$ cat config.mk
export PLATFORM = sky130hd
export DESIGN_NAME = word_checker_n
export DESIGN_NICKNAME = d
export VERILOG_FILES = /design/src/rtl/word_checker_pkg.sv /design/src/rtl/word_checker_n_letter_mux.sv /design/src/rtl/word_checker_n.sv
export SDC_FILE = /design/constraint.sdc
export NUM_CORES = 1
export LEC_CHECK = 0
export ABC_AREA = 1
export BUFFER_PORTS_ARGS = -buffer_cell sky130_fd_sc_hd__buf_2
export CORE_MARGIN = 3
export CORE_UTILIZATION = 52
export CTS_CLUSTER_DIAMETER = 50
export DETAILED_ROUTE_END_ITERATION = 8
export PLACE_DENSITY_LB_ADDON = 0.2
export SYNTH_ARGS = -nofsm -noshare
export SYNTH_HDL_FRONTEND = slang
export SYNTH_SLANG_ARGS = --single-unit
$ cat constraint.sdc
create_clock -name clk -period 2.1 [get_ports clk]
set_clock_uncertainty 0.05 [all_clocks]
set_input_delay 0.105 -clock clk [delete_from_list [all_inputs] [get_ports clk]]
set_output_delay 0.105 -clock clk [all_outputs]
set_load 0.1 [all_outputs]
$ cat src/rtl/word_checker_pkg.sv
// Shared types and constants for the typing-game keystroke checker.
// Optional feature macro: WORD_CHECKER_BACKSPACE_EN.
package word_checker_pkg;

    typedef enum logic [1:0] {
        IDLE = 2'd0,
        TYPE = 2'd1,
        FAIL = 2'd2
    } state_e;

    localparam int DEFAULT_BKSP_CODE = 31;
    localparam int MISS_W            = 4;

endpackage

$ cat src/rtl/word_checker_n_letter_mux.sv
// Picks the letter at the current index out of the latched target word.
// Indices beyond the last letter yield zero.
module letter_mux #(
    parameter int LETTERS  = 4,
    parameter int LETTER_W = 5
) (
    input  logic [LETTERS*LETTER_W-1:0] word_i,
    input  logic [$clog2(LETTERS)-1:0]  idx_i,
    output logic [LETTER_W-1:0]         letter_o
);

    localparam int IDX_W = $clog2(LETTERS);

    always_comb begin
        letter_o = '0;
        for (int i = 0; i < LETTERS; i++) begin
            if (idx_i == IDX_W'(i)) begin
                letter_o = word_i[i*LETTER_W +: LETTER_W];
            end
        end
    end

endmodule

$ cat src/rtl/word_checker_n.sv
// Keystroke checker: latches a target word, checks released keys in order,
// tolerates MAX_MISSES wrong keys. Backspace support: WORD_CHECKER_BACKSPACE_EN.
module word_checker_n
    import word_checker_pkg::*;
#(
    parameter int LETTERS    = 4,
    parameter int LETTER_W   = 5,
    parameter int SCORE_W    = 6,
    parameter int MAX_MISSES = 0,
    parameter int BKSP_CODE  = DEFAULT_BKSP_CODE
) (
    input  logic                        clk,
    input  logic                        reset,
    input  logic                        key_valid,
    input  logic [LETTER_W-1:0]         key_code,
    input  logic [LETTERS*LETTER_W-1:0] word_in,
    input  logic                        word_valid,
    output logic                        word_ready,
    output logic                        pass,
    output logic                        fail,
    output logic [SCORE_W-1:0]          npassed,
    output logic [$clog2(LETTERS)-1:0]  letter_idx,
    output logic [MISS_W-1:0]           misses
);

    localparam int IDX_W = $clog2(LETTERS);

    state_e                      state_q, state_d;
    logic [LETTERS*LETTER_W-1:0] word_q, word_d;
    logic [IDX_W-1:0]            idx_q, idx_d;
    logic [MISS_W-1:0]           misses_q, misses_d;
    logic [SCORE_W-1:0]          npassed_q, npassed_d;
    logic                        pass_q, pass_d;
    logic [LETTER_W-1:0]         expected_letter;

    letter_mux #(
        .LETTERS  (LETTERS),
        .LETTER_W (LETTER_W)
    ) u_letter_mux (
        .word_i   (word_q),
        .idx_i    (idx_q),
        .letter_o (expected_letter)
    );

`ifndef WORD_CHECKER_BACKSPACE_EN
    // Backspace compiled out: BKSP_CODE is then an ordinary letter code.
    logic unused_bksp;
    assign unused_bksp = ^LETTER_W'(BKSP_CODE);
`endif

    // Loads are taken only outside TYPE, so a key coincident with a load is dropped.
    always_comb begin
        state_d   = state_q;
        word_d    = word_q;
        idx_d     = idx_q;
        misses_d  = misses_q;
        npassed_d = npassed_q;
        pass_d    = 1'b0;
        case (state_q)
            TYPE: begin
                if (key_valid) begin
`ifdef WORD_CHECKER_BACKSPACE_EN
                    if (key_code == LETTER_W'(BKSP_CODE)) begin
                        if (idx_q != '0) begin
                            idx_d = idx_q - IDX_W'(1);
                        end
                    end else
`endif
                    if (key_code == expected_letter) begin
                        if (idx_q == IDX_W'(LETTERS - 1)) begin
                            pass_d   = 1'b1;
                            state_d  = IDLE;
                            idx_d    = '0;
                            misses_d = '0;
                            if (npassed_q != '1) begin
                                npassed_d = npassed_q + SCORE_W'(1);
                            end
                        end else begin
                            idx_d = idx_q + IDX_W'(1);
                        end
                    end else if (misses_q < MISS_W'(MAX_MISSES)) begin
                        misses_d = misses_q + MISS_W'(1);
                    end else begin
                        state_d = FAIL;
                    end
                end
            end
            default: begin
                if (word_valid) begin
                    state_d  = TYPE;
                    word_d   = word_in;
                    idx_d    = '0;
                    misses_d = '0;
                end
            end
        endcase
    end

    always_ff @(posedge clk) begin
        if (reset) begin
            state_q   <= IDLE;
            word_q    <= '0;
            idx_q     <= '0;
            misses_q  <= '0;
            npassed_q <= '0;
            pass_q    <= 1'b0;
        end else begin
            state_q   <= state_d;
            word_q    <= word_d;
            idx_q     <= idx_d;
            misses_q  <= misses_d;
            npassed_q <= npassed_d;
            pass_q    <= pass_d;
        end
    end

    assign word_ready = (state_q != TYPE);
    assign fail       = (state_q == FAIL);
    assign pass       = pass_q;
    assign npassed    = npassed_q;
    assign letter_idx = idx_q;
    assign misses     = misses_q;

endmodule

==> results.yml <==
drt:
  wire_per_inst_um: 11.8
  routed_wl_mm: 4.10
  dr.pass1.iters: 4
  post-route-drc-count: 0
  via_per_inst: 4.86
  vias: 1691
  ant_nets: 0
  drtIter0Drc: 88
floorplanning:
  die_h_um: 62.0
  row_count: 19
  dieArea_mm2: 0.00385
  ioPinCount: 44
  start_util: 0.567
  die_w_um: 62.0
  coreArea_mm2: 0.00288
sta:
  slew_headroom: 0.627
  period_needed_ps: 2060
  worstMarginPinSlew_ps: 558
  rsz0062_at_grt: "true"
  hold_viol_final: 0
  setup_tns_ps: 0
  drv_slew: 0
  setup_viol: 0
  min_period_over_period: 0.979
  fmax_mhz: 487
  setup_ws_ps: 44.9
place:
  port_buffers: 39
  gp_congestion: 0.866
  hpwl_mm: 2.74
  placed_area_mm2: 0.00186
  post-place-ws_ps: 20.7
layout:
  layout_common_cells: "46 x nor2_1, 39 x nand2_1, 39 x buf_2"
  seqCellArea_um2: 628
  drive_above_1_share: 0.265
  multi_input_area_um2: 943
  finalInstanceArea_mm2: 0.00225
  final_common_cell: "nor2_1"
  area_growth_pct: 37.7
  fin_nets: 339
  fillers: 223
  final_util: 0.781
  antenna_cells: 0
run_status:
  status: "completed"
power_and_ir_drop:
  pwr-share-clk: 0.349
  power.leakage_nw: 1.05
  switchingPower_mw: 0.399
  pwr-share-comb: 0.191
  power.total_mw: 1.40
  p_per_area_mw_per_mm2: 623
  ir_worst_vdd_mv: 0.462
  swShare: 0.285
  pwr-share-seq: 0.460
  p_int_mw: 0.999
grt:
  grt_pass1_vias: 1492
  grt_use_met1: 0.290
  gr-usage-met2: 0.367
  grt-busiest-layer: "met2"
  grt_max_degree: 21
  grtUsageTotal: 0.229
  antenna_found_initial: 0
  grtUsageMet3: 0.0620
  overflow: 0
  grt_pass1_wl_mm: 6.40
setup_path:
  path_max_fanout: 6
  cp.arrival_ps: 2290
  end_kind: "register"
  crit_type: "register to register"
  startpoint_type: "register"
  slowest_stage: "dfxtp_4"
  worstPathRequired_ps: 2330
  r2r_cells: 15
  r2r-start: "letter_idx[0]"
  cpPeakStageDelay_ps: 390
  reg2reg_slack_ps: 40
  cp_cell_sequence: "clkinvlp_4, ha_4, inv_4, nor2_1, nor2_1, nand2_2, nand2_1, nand2_1, nand2_2, inv_1, nor2_2, nand3_2, nor2_4, nand3_1, a21oi_1"
  crit_buf_inv: 3
  critPathTopFamily: "simple AND/OR/NAND/NOR gates"
  r2r-end: "npassed[4]"
worst_hold_path:
  min_path_cells: 3
  hold_class: "input port to register"
  min_to: "word_q[9]"
  hp-start: "word_in[9]"
clocking:
  cts_tree: "built"
  numCtsBuffers: 5
  cts_max_level: 2
  insertion_delay_ps: 340
  path_clk_slew_ps: 100
  cts.sinks: 31
  clk_path_buf_depth: 2
  cts_root_buf: "clkbuf_4"
synth:
  yosysWarnings: 0
  synth_area_mm2: 0.00163
  seq_area_frac_synth: 0.380
  synthCells: 241
  synth_area_per_cell_um2: 6.77
  ys_types: 28
  ys_seq_elements: 31
run:
  cap_violations: 0
[power groups by stage]
stage          sequential, mW  combinational [mW]  clock, mW
2_1_floorplan           0.649               0.169          0
3_3_place_gp            0.656               0.220          0
3_5_place_dp            0.655               0.223          0
4_1_cts                 0.642               0.252      0.490
5_1_grt                 0.646               0.298      0.521
6_report                0.643               0.267      0.488
[Yosys cell counts]
cell | n | share of area
dfxtp_1 | 31 | 0.38
o21ai_1 | 1 | 0.0031
o21ai_0 | 20 | 0.061
buf_2 | 1 | 0.0031
inv_2 | 2 | 0.0046
clkbuf_1 | 5 | 0.012
nand4_1 | 1 | 0.0038
inv_1 | 20 | 0.046
nor2_4 | 1 | 0.0069
xnor2_1 | 1 | 0.0054
nand2_2 | 3 | 0.012
conb_1 | 1 | 0.0023
nand3_2 | 1 | 0.0061
nand4_2 | 1 | 0.0077
nor2_1 | 47 | 0.11
nand3b_1 | 1 | 0.0046
xor2_1 | 3 | 0.016
inv_4 | 1 | 0.0038
a21oi_1 | 17 | 0.052
nor3_1 | 2 | 0.0061
buf_4 | 4 | 0.018
nor2_2 | 5 | 0.019
ha_1 | 5 | 0.038
nand2_1 | 43 | 0.099
or2_1 | 2 | 0.0077
buf_6 | 1 | 0.0069
nand3_1 | 20 | 0.061
o211ai_1 | 1 | 0.0046
[state kept, by name, summed over array words and instances, names as in the netlist]
| name | cells |
|---|---|
| word_q | 20 |
| npassed | 6 |
| letter_idx | 2 |
| state_q | 2 |
| pass | 1 |
[cell type report]
| class | count | area share |
|---|---|---|
| inverter | 23 | 0.0423 |
| timing repair buffer | 65 | 0.196 |
| clock inverter | 2 | 0.0156 |
| clock buffer | 6 | 0.0228 |
| tap | 42 | 0.0234 |
| sequential | 31 | 0.280 |
| multi-input combinational | 179 | 0.420 |
[tightest hold or removal path, delay by kind of cell]
kind                   cells  cell delay, ps
AOI/OAI and AO/OA          2             200
buffers and inverters      1              80
[per-stage QoR]
stage / hold slack [ps] / std cells
6_report: 30.2 / 348
5_1_grt: 43.8 / 348
4_1_cts: 21.0 / 345
3_5_place_dp: 283 / 317
3_3_place_gp: 276 / 317
2_1_floorplan: 134 / 244
[worst max path at each step]
stage                   from    endpoint  cells after the start
3_5_place_dp   letter_idx[0]  npassed[2]                     11
2_1_floorplan  letter_idx[0]  npassed[4]                     14
5_1_grt        letter_idx[0]  npassed[4]                     15
4_1_cts        letter_idx[0]  npassed[2]                     11
6_report       letter_idx[0]  npassed[4]                     15
3_3_place_gp   letter_idx[0]  npassed[5]                     11
[what timing repair did]
item | in CTS | in global routing
hold buffers | 20 | 0
endpoints found under the hold margin | 20 | 0
endpoints found under the setup margin | 0 | 9
gates resized for setup | 0 | 16
setup buffers | 0 | 3
[routing by layer]
layer | share of wire | vias up
met2 | 0.46 | 50
met3 | 0.057 | 7
met1 | 0.47 | 744
met4 | 0.013 | 0
li1 | - | 890
met5 | 0 | -
[kinds of logic (layout without fill, tap and decap cells)]
| logic type | Yosys count | after routing | synth area share |
|---|---|---|---|
| AOI/OAI and AO/OA | 39 | 39 | 0.121 |
| xor gates and xnor gates | 4 | 4 | 0.0215 |
| adders and majority gates | 5 | 5 | 0.0383 |
| buffers and inverters | 34 | 96 | 0.0943 |
| DFF | 31 | 31 | 0.380 |
| other | 1 | 4 | 0.00230 |
| and+or+nand+nor | 127 | 127 | 0.342 |
(Power assumes the default switching activity.)
